[config.mk]
export PLATFORM = sky130hd
export DESIGN_NAME = mbist_mem_bank_wrapper
export DESIGN_NICKNAME = d
export VERILOG_FILES = /design/src/rtl/mbist_mem_pkg.sv /design/src/rtl/mbist_mem_bank_wrapper.sv
export SDC_FILE = /design/constraint.sdc
export NUM_CORES = 1
export LEC_CHECK = 0
export ABC_AREA = 0
export ABC_CLOCK_PERIOD_IN_PS = 3200
export CAP_MARGIN = 20
export CELL_PAD_IN_SITES_DETAIL_PLACEMENT = 0
export CELL_PAD_IN_SITES_GLOBAL_PLACEMENT = 1
export CORE_UTILIZATION = 25
export CTS_CLUSTER_DIAMETER = 50
export DETAILED_ROUTE_END_ITERATION = 12
export PLACE_DENSITY_LB_ADDON = 0.1
export SLEW_MARGIN = 20
export SYNTH_ARGS = -nofsm -noshare
export SYNTH_HDL_FRONTEND = slang
export SYNTH_SLANG_ARGS = --single-unit
export TNS_END_PERCENT = 50
[constraint.sdc]
create_clock -name wb_clk_i -period 3.2 [get_ports wb_clk_i]
set_clock_uncertainty 0.2 [all_clocks]
set_input_delay 0.48 -clock wb_clk_i [delete_from_list [all_inputs] [get_ports wb_clk_i]]
set_output_delay 0.48 -clock wb_clk_i [all_outputs]
set_load 0.01 [all_outputs]
[src/rtl/mbist_mem_pkg.sv]
// Shared types and constants for the MBIST memory bank wrapper.
package mbist_mem_pkg;

    localparam int RD_LAT_MIN   = 1;
    localparam int RD_LAT_MAX   = 3;
    localparam int NUM_BANK_MAX = 8;

    // Wide enough to hold RD_LAT_MAX-1, the largest value the read counter is loaded with.
    localparam int LAT_CNT_WD = $clog2(RD_LAT_MAX);

    typedef enum logic [1:0] {
        IDLE    = 2'd0,
        RD_WAIT = 2'd1,
        RESP    = 2'd2
    } bist_state_e;

endpackage

[src/rtl/mbist_mem_bank_wrapper.sv]
// Wishbone slave fronting NUM_BANK single-port SRAM banks: one access at a time,
// with a fixed read latency and an error response for non-existent banks.
module mbist_mem_bank_wrapper
    import mbist_mem_pkg::*;
#(
    parameter  int BIST_ADDR_WD = 10,
    parameter  int BIST_DATA_WD = 32,
    parameter  int NUM_BANK     = 2,
    parameter  int RD_LAT       = 1,
    localparam int BANK_WD      = (NUM_BANK > 1) ? $clog2(NUM_BANK) : 1,
    localparam int SEL_WD       = BIST_DATA_WD / 8
) (
    input  logic                             wb_clk_i,
    input  logic                             rst_n,
    input  logic                             wb_cyc_i,
    input  logic                             wb_stb_i,
    input  logic                             wb_we_i,
    input  logic [BANK_WD+BIST_ADDR_WD-1:0]  wb_adr_i,
    input  logic [BIST_DATA_WD-1:0]          wb_dat_i,
    input  logic [SEL_WD-1:0]                wb_sel_i,
    output logic [BIST_DATA_WD-1:0]          wb_dat_o,
    output logic                             wb_ack_o,
    output logic                             wb_err_o,
    output logic                             func_clk_a,
    output logic                             func_clk_b,
    output logic [NUM_BANK-1:0]              func_cen_a,
    output logic [BIST_ADDR_WD-1:0]          func_addr_a,
    input  logic [NUM_BANK*BIST_DATA_WD-1:0] func_dout_a,
    output logic [NUM_BANK-1:0]              func_cen_b,
    output logic                             func_web_b,
    output logic [SEL_WD-1:0]                func_mask_b,
    output logic [BIST_ADDR_WD-1:0]          func_addr_b,
    output logic [BIST_DATA_WD-1:0]          func_din_b
);

    logic [BANK_WD-1:0]      adr_bank;
    logic [BIST_ADDR_WD-1:0] adr_word;
    logic                    accept;
    logic                    bank_ok;
    logic                    wr_strobe;
    logic                    rd_strobe;
    logic [NUM_BANK-1:0]     bank_hot;
    bist_state_e             state;
    logic [LAT_CNT_WD-1:0]   lat_cnt;
    logic [BANK_WD-1:0]      bank_q;
    logic [BIST_ADDR_WD-1:0] addr_q;
    logic [BIST_DATA_WD-1:0] rd_mux;

    assign adr_bank = wb_adr_i[BANK_WD+BIST_ADDR_WD-1:BIST_ADDR_WD];
    assign adr_word = wb_adr_i[BIST_ADDR_WD-1:0];
    assign bank_ok  = 32'(adr_bank) < NUM_BANK;
    assign bank_hot = NUM_BANK'(1) << adr_bank;

    // Gating with rst_n keeps every SRAM strobe quiet while reset is held, even with a live request.
    assign accept    = rst_n && (state == IDLE) && wb_cyc_i && wb_stb_i;
    assign wr_strobe = accept && bank_ok && wb_we_i && (wb_sel_i != '0);
    assign rd_strobe = accept && bank_ok && !wb_we_i;

    assign func_clk_a  = wb_clk_i;
    assign func_clk_b  = wb_clk_i;
    assign func_cen_a  = ~(rd_strobe ? bank_hot : '0);
    assign func_cen_b  = ~(wr_strobe ? bank_hot : '0);
    assign func_web_b  = ~wr_strobe;
    assign func_mask_b = wb_sel_i;
    assign func_din_b  = wb_dat_i;

    // Live address while idle so the acceptance cycle sees it; held copy while a read is in flight.
    assign func_addr_a = (state == IDLE) ? adr_word : addr_q;
    assign func_addr_b = (state == IDLE) ? adr_word : addr_q;

    // NOTE: always_comb assigns a default before any conditional write, so no latch is inferred.
    always_comb begin
        rd_mux = '0;
        for (int k = 0; k < NUM_BANK; k++) begin
            if (bank_q == BANK_WD'(k)) begin
                rd_mux = func_dout_a[k*BIST_DATA_WD +: BIST_DATA_WD];
            end
        end
    end

    // NOTE: sequential state uses non-blocking assignments only, so every flop sees pre-edge values.
    always_ff @(posedge wb_clk_i or negedge rst_n) begin
        if (!rst_n) begin
            state    <= IDLE;
            lat_cnt  <= '0;
            bank_q   <= '0;
            addr_q   <= '0;
            wb_dat_o <= '0;
            wb_ack_o <= 1'b0;
            wb_err_o <= 1'b0;
        end else begin
            wb_ack_o <= 1'b0;
            wb_err_o <= 1'b0;
            case (state)
                IDLE: begin
                    if (accept) begin
                        bank_q <= adr_bank;
                        addr_q <= adr_word;
                        if (!bank_ok) begin
                            wb_err_o <= 1'b1;
                            state    <= RESP;
                        end else if (wb_we_i) begin
                            wb_ack_o <= 1'b1;
                            state    <= RESP;
                        end else begin
                            lat_cnt <= LAT_CNT_WD'(RD_LAT - 1);
                            state   <= RD_WAIT;
                        end
                    end
                end
                RD_WAIT: begin
                    // Master abandoning the cycle wins over a capture landing the same edge.
                    if (!wb_cyc_i) begin
                        lat_cnt <= '0;
                        state   <= IDLE;
                    end else if (lat_cnt == '0) begin
                        wb_dat_o <= rd_mux;
                        wb_ack_o <= 1'b1;
                        state    <= RESP;
                    end else begin
                        lat_cnt <= lat_cnt - 1'b1;
                    end
                end
                RESP: begin
                    state <= IDLE;
                end
                default: begin
                    state <= IDLE;
                end
            endcase
        end
    end

endmodule

# Word level (Yosys, flattened, before mapping)
# Cells that the tools add are included.
dict set report totals {
  output_inout_bits 97
  reg_bits 48
  inputBits 116
  wordCells 50
}
dict set report op_classes {
  reduce_logical 15
  n_bitwise 3
  shifts 1
  muxes 19
  n_addsub 1
  eq_ne 5
}
# cell count
set op_table {}
lappend op_table {{$mux 32} 1}
lappend op_table {{$mux 2} 10}
lappend op_table {{$mux 10} 1}
lappend op_table {{$pmux 2 s2} 2}
lappend op_table {{$logic_and 1x1->1} 6}
lappend op_table {{$ne 3x3->1 const B} 2}
lappend op_table {{$logic_not 2->1} 2}
lappend op_table {{$mux 1} 4}
lappend op_table {{$ne 2x2->1 const B} 2}
lappend op_table {{$not 2->2} 2}
lappend op_table {{$reduce_and 2->1} 2}
lappend op_table {{$reduce_and 4->1} 1}
lappend op_table {{$reduce_bool 4->1} 1}
lappend op_table {{$reduce_and 3->1} 1}
lappend op_table {{$eq 2x1->1 const B} 1}
lappend op_table {{$pmux 1 s2} 1}
lappend op_table {{$reduce_bool 2->1} 1}
lappend op_table {{$shl 1x1->2 const A} 1}
lappend op_table {{$sub 2x1->2 const B} 1}
lappend op_table {{$logic_not 1->1} 1}
lappend op_table {{$not 1->1} 1}

# Depth between registers and ports, before layout
dict set report depth {
  ltp_word 8
  ltp_mapped 7
  mapped_depth_nobuf 5
}

==> flow_summary.json <==
{
  "die_h_um": 106,
  "antenna_cells": 0,
  "hold_path_class": "input pin to async pin",
  "crit_fanout": 2,
  "yosysSeqAreaShare": 0.443,
  "synthSimpleGateAreaFrac": 0.0914,
  "grt_pass1_vias": 2188,
  "synth_area_um2": 2710,
  "synth_cells": 258,
  "drive_gt1_frac": 0.115,
  "crit_arrival_ns": 2.31,
  "num-fill-cells": 1047,
  "synth_fa_ha_area_frac": 0.00462,
  "grt_pass1_wl_mm": 10.7,
  "port_buffers": 147,
  "grt_usage": 0.122,
  "synthMuxAreaShare": 0.219,
  "die_w_um": 106,
  "dp_cells": 482,
  "worstPathRequired_ns": 2.52,
  "crit_slowest_cell": "clkdlybuf4s50_1",
  "dp_hpwl_mm": 4.94,
  "ys.flop_type": "dfrtp_1",
  "path_buf_inv": 3,
  "coreArea_um2": 10400,
  "synth-xor-area-share": 0,
  "dieArea_um2": 11300,
  "leakage_nw": 1.80,
  "setup_violations": 0,
  "start_util": 0.260,
  "pin_count": 213,
  "clkTransAtPathRegs_ns": 0.09,
  "async_reset_ff_frac": 1.00,
  "synth-compound-area-share": 0.0729,
  "yosys_warnings": 0,
  "postCtsSetupRepairBufs": 0,
  "end_kind": "output port",
  "tightest_slew_ns": 1.02,
  "drt_iter0_markers": 45,
  "grt-ovfl-total": 0,
  "fin_setup_tns_ns": 0,
  "rsz0062_at_grt": "false",
  "drt_wl_total_mm": 6.80,
  "cts_tree": "done",
  "synth_nets": 375,
  "vdd_ir_drop_max_mv": 0.503,
  "vias": 2135,
  "worstSkewPairLatency_ns": 0.40,
  "dr.pass1.iters": 4,
  "start_kind": "clock port",
  "run_status": "complete, no violations",
  "p_per_area_nw_per_um2": 632,
  "crit_path_frequent_cell": "clkbuf_8",
  "avgSynthCellArea_um2": 10.5,
  "final_cells": 494,
  "mostFrequentLayoutCell": "clkdlybuf4s50_1",
  "slew_viol_final": 0,
  "avgRoutedWirePerCell_um": 13.8,
  "cpPeakStageDelay_ns": 0.47,
  "path_cells": "clkbuf_8 > clkbuf_8 > clkdlybuf4s50_1",
  "final_cell_mix": "146 x clkdlybuf4s50_1, 47 x dfrtp_1, 35 x nand2_1",
  "via_per_inst": 4.32,
  "routabilityCongestion": 0.788,
  "hold_buffers": 0,
  "slew_headroom": 0.317,
  "cp_top_family": "buffers and inverters",
  "path_class": "clock port to output port",
  "synth.distinct_cells": 28,
  "rows": 37,
  "synth_top_family_by_area": "multiplexers",
  "hold_violations": 0,
  "drc": 0,
  "nets": 474,
  "ant_nets": 0,
  "grt_antenna_before_repair": 0,
  "rrSetupSlack_ns": 1.32,
  "drv_cap": 0,
  "post_cts_resized": 0,
  "synth_seq_cells": 48,
  "area_growth_pct": 51.2,
  "grt_max_degree": 67,
  "synth_edf_count": 0
}
cells in the mapped netlist (2+ instances only):
library cell,instances,area share
buf_4,49,0.14
dfrtp_1,48,0.44
nand2_1,35,0.048
mux2i_1,32,0.12
o21ai_0,32,0.059
mux2_2,11,0.046
mux2_4,10,0.055
clkbuf_1,6,0.0083
buf_2,5,0.0092
nand3_1,5,0.0092
inv_1,4,0.0055
a21oi_1,2,0.0037
a311o_1,2,0.0074
buf_6,2,0.0083
nor4_1,2,0.0046
layer usage:
layer / GRT usage / vias to the layer above / part of all wire
met5: 0 / - / 0
met2: 0.192 / 107 / 0.45
met4: 0.0357 / 0 / 0.0087
met3: 0.0497 / 7 / 0.10
met1: 0.151 / 999 / 0.44
li1: - / 1022 / -
metrics by stage:
stage / power (mW) / worst slack (ns) / instance area [µm²] / utilization / hold slack [ns]
after detailed placement: 2.04 / 0.328 / 3930 / 0.378 / 0.271
final: 2.59 / 0.212 / 4100 / 0.394 / 0.0684
after CTS: 2.64 / 0.203 / 4100 / 0.394 / 0.0828
after global placement: 2.03 / 0.336 / 3930 / 0.378 / 0.264
after floorplan: 1.50 / 0.801 / 2710 / - / -0.0156
after global routing: 2.77 / 0.198 / 4100 / 0.394 / 0.117
registers in the layout, indices dropped and copies added, names as in the netlist:
signal and flops:
bank_q 1, wb_ack_o 1, wb_dat_o 32, lat_cnt 2, state 2, addr_q 10
power by group:
part	leakage, nW	switching, mW	internal [mW]
registers	0.611	0.158	0.809
clock network	0.0907	0.264	0.381
logic	1.09	0.363	0.616
total	1.80	0.785	1.81
area by class of cell:
cell class	count	area [µm²]	area share
Clock inverter	3	42.5	0.0104
Tap cell	136	170	0.0415
Timing Repair Buffer	148	1470	0.358
Inverter	4	15.0	0.00366
Multi-Input combinational cell	144	1060	0.258
Clock buffer	11	144	0.0351
Sequential cell	48	1200	0.293
final timing paths:
check	from	to	cells past startpoint
worst max-delay path	wb_clk_i	func_clk_a	3
worst max register to register	lat_cnt[0]$_DFFE_PN0P_	wb_dat_o[23]$_DFFE_PN0P_	5
worst min-delay path	rst_n	wb_dat_o[8]$_DFFE_PN0P_	2
worst min register to register	wb_dat_o[10]$_DFFE_PN0P_	wb_dat_o[10]$_DFFE_PN0P_	2
max in group asynchronous	rst_n	bank_q$_DFFE_PN0P_	2
min in group wb_clk_i	wb_dat_o[10]$_DFFE_PN0P_	wb_dat_o[10]$_DFFE_PN0P_	2
kinds of logic after synthesis:
group                      count (synthesis)
buffers and inverters                     66
muxes                                     53
and+or+nand+nor                           52
DFF                                       48
AOI/OAI and AO/OA                         37
adders and majority gates                  1
other                                      1
(Power assumes the default switching activity.)
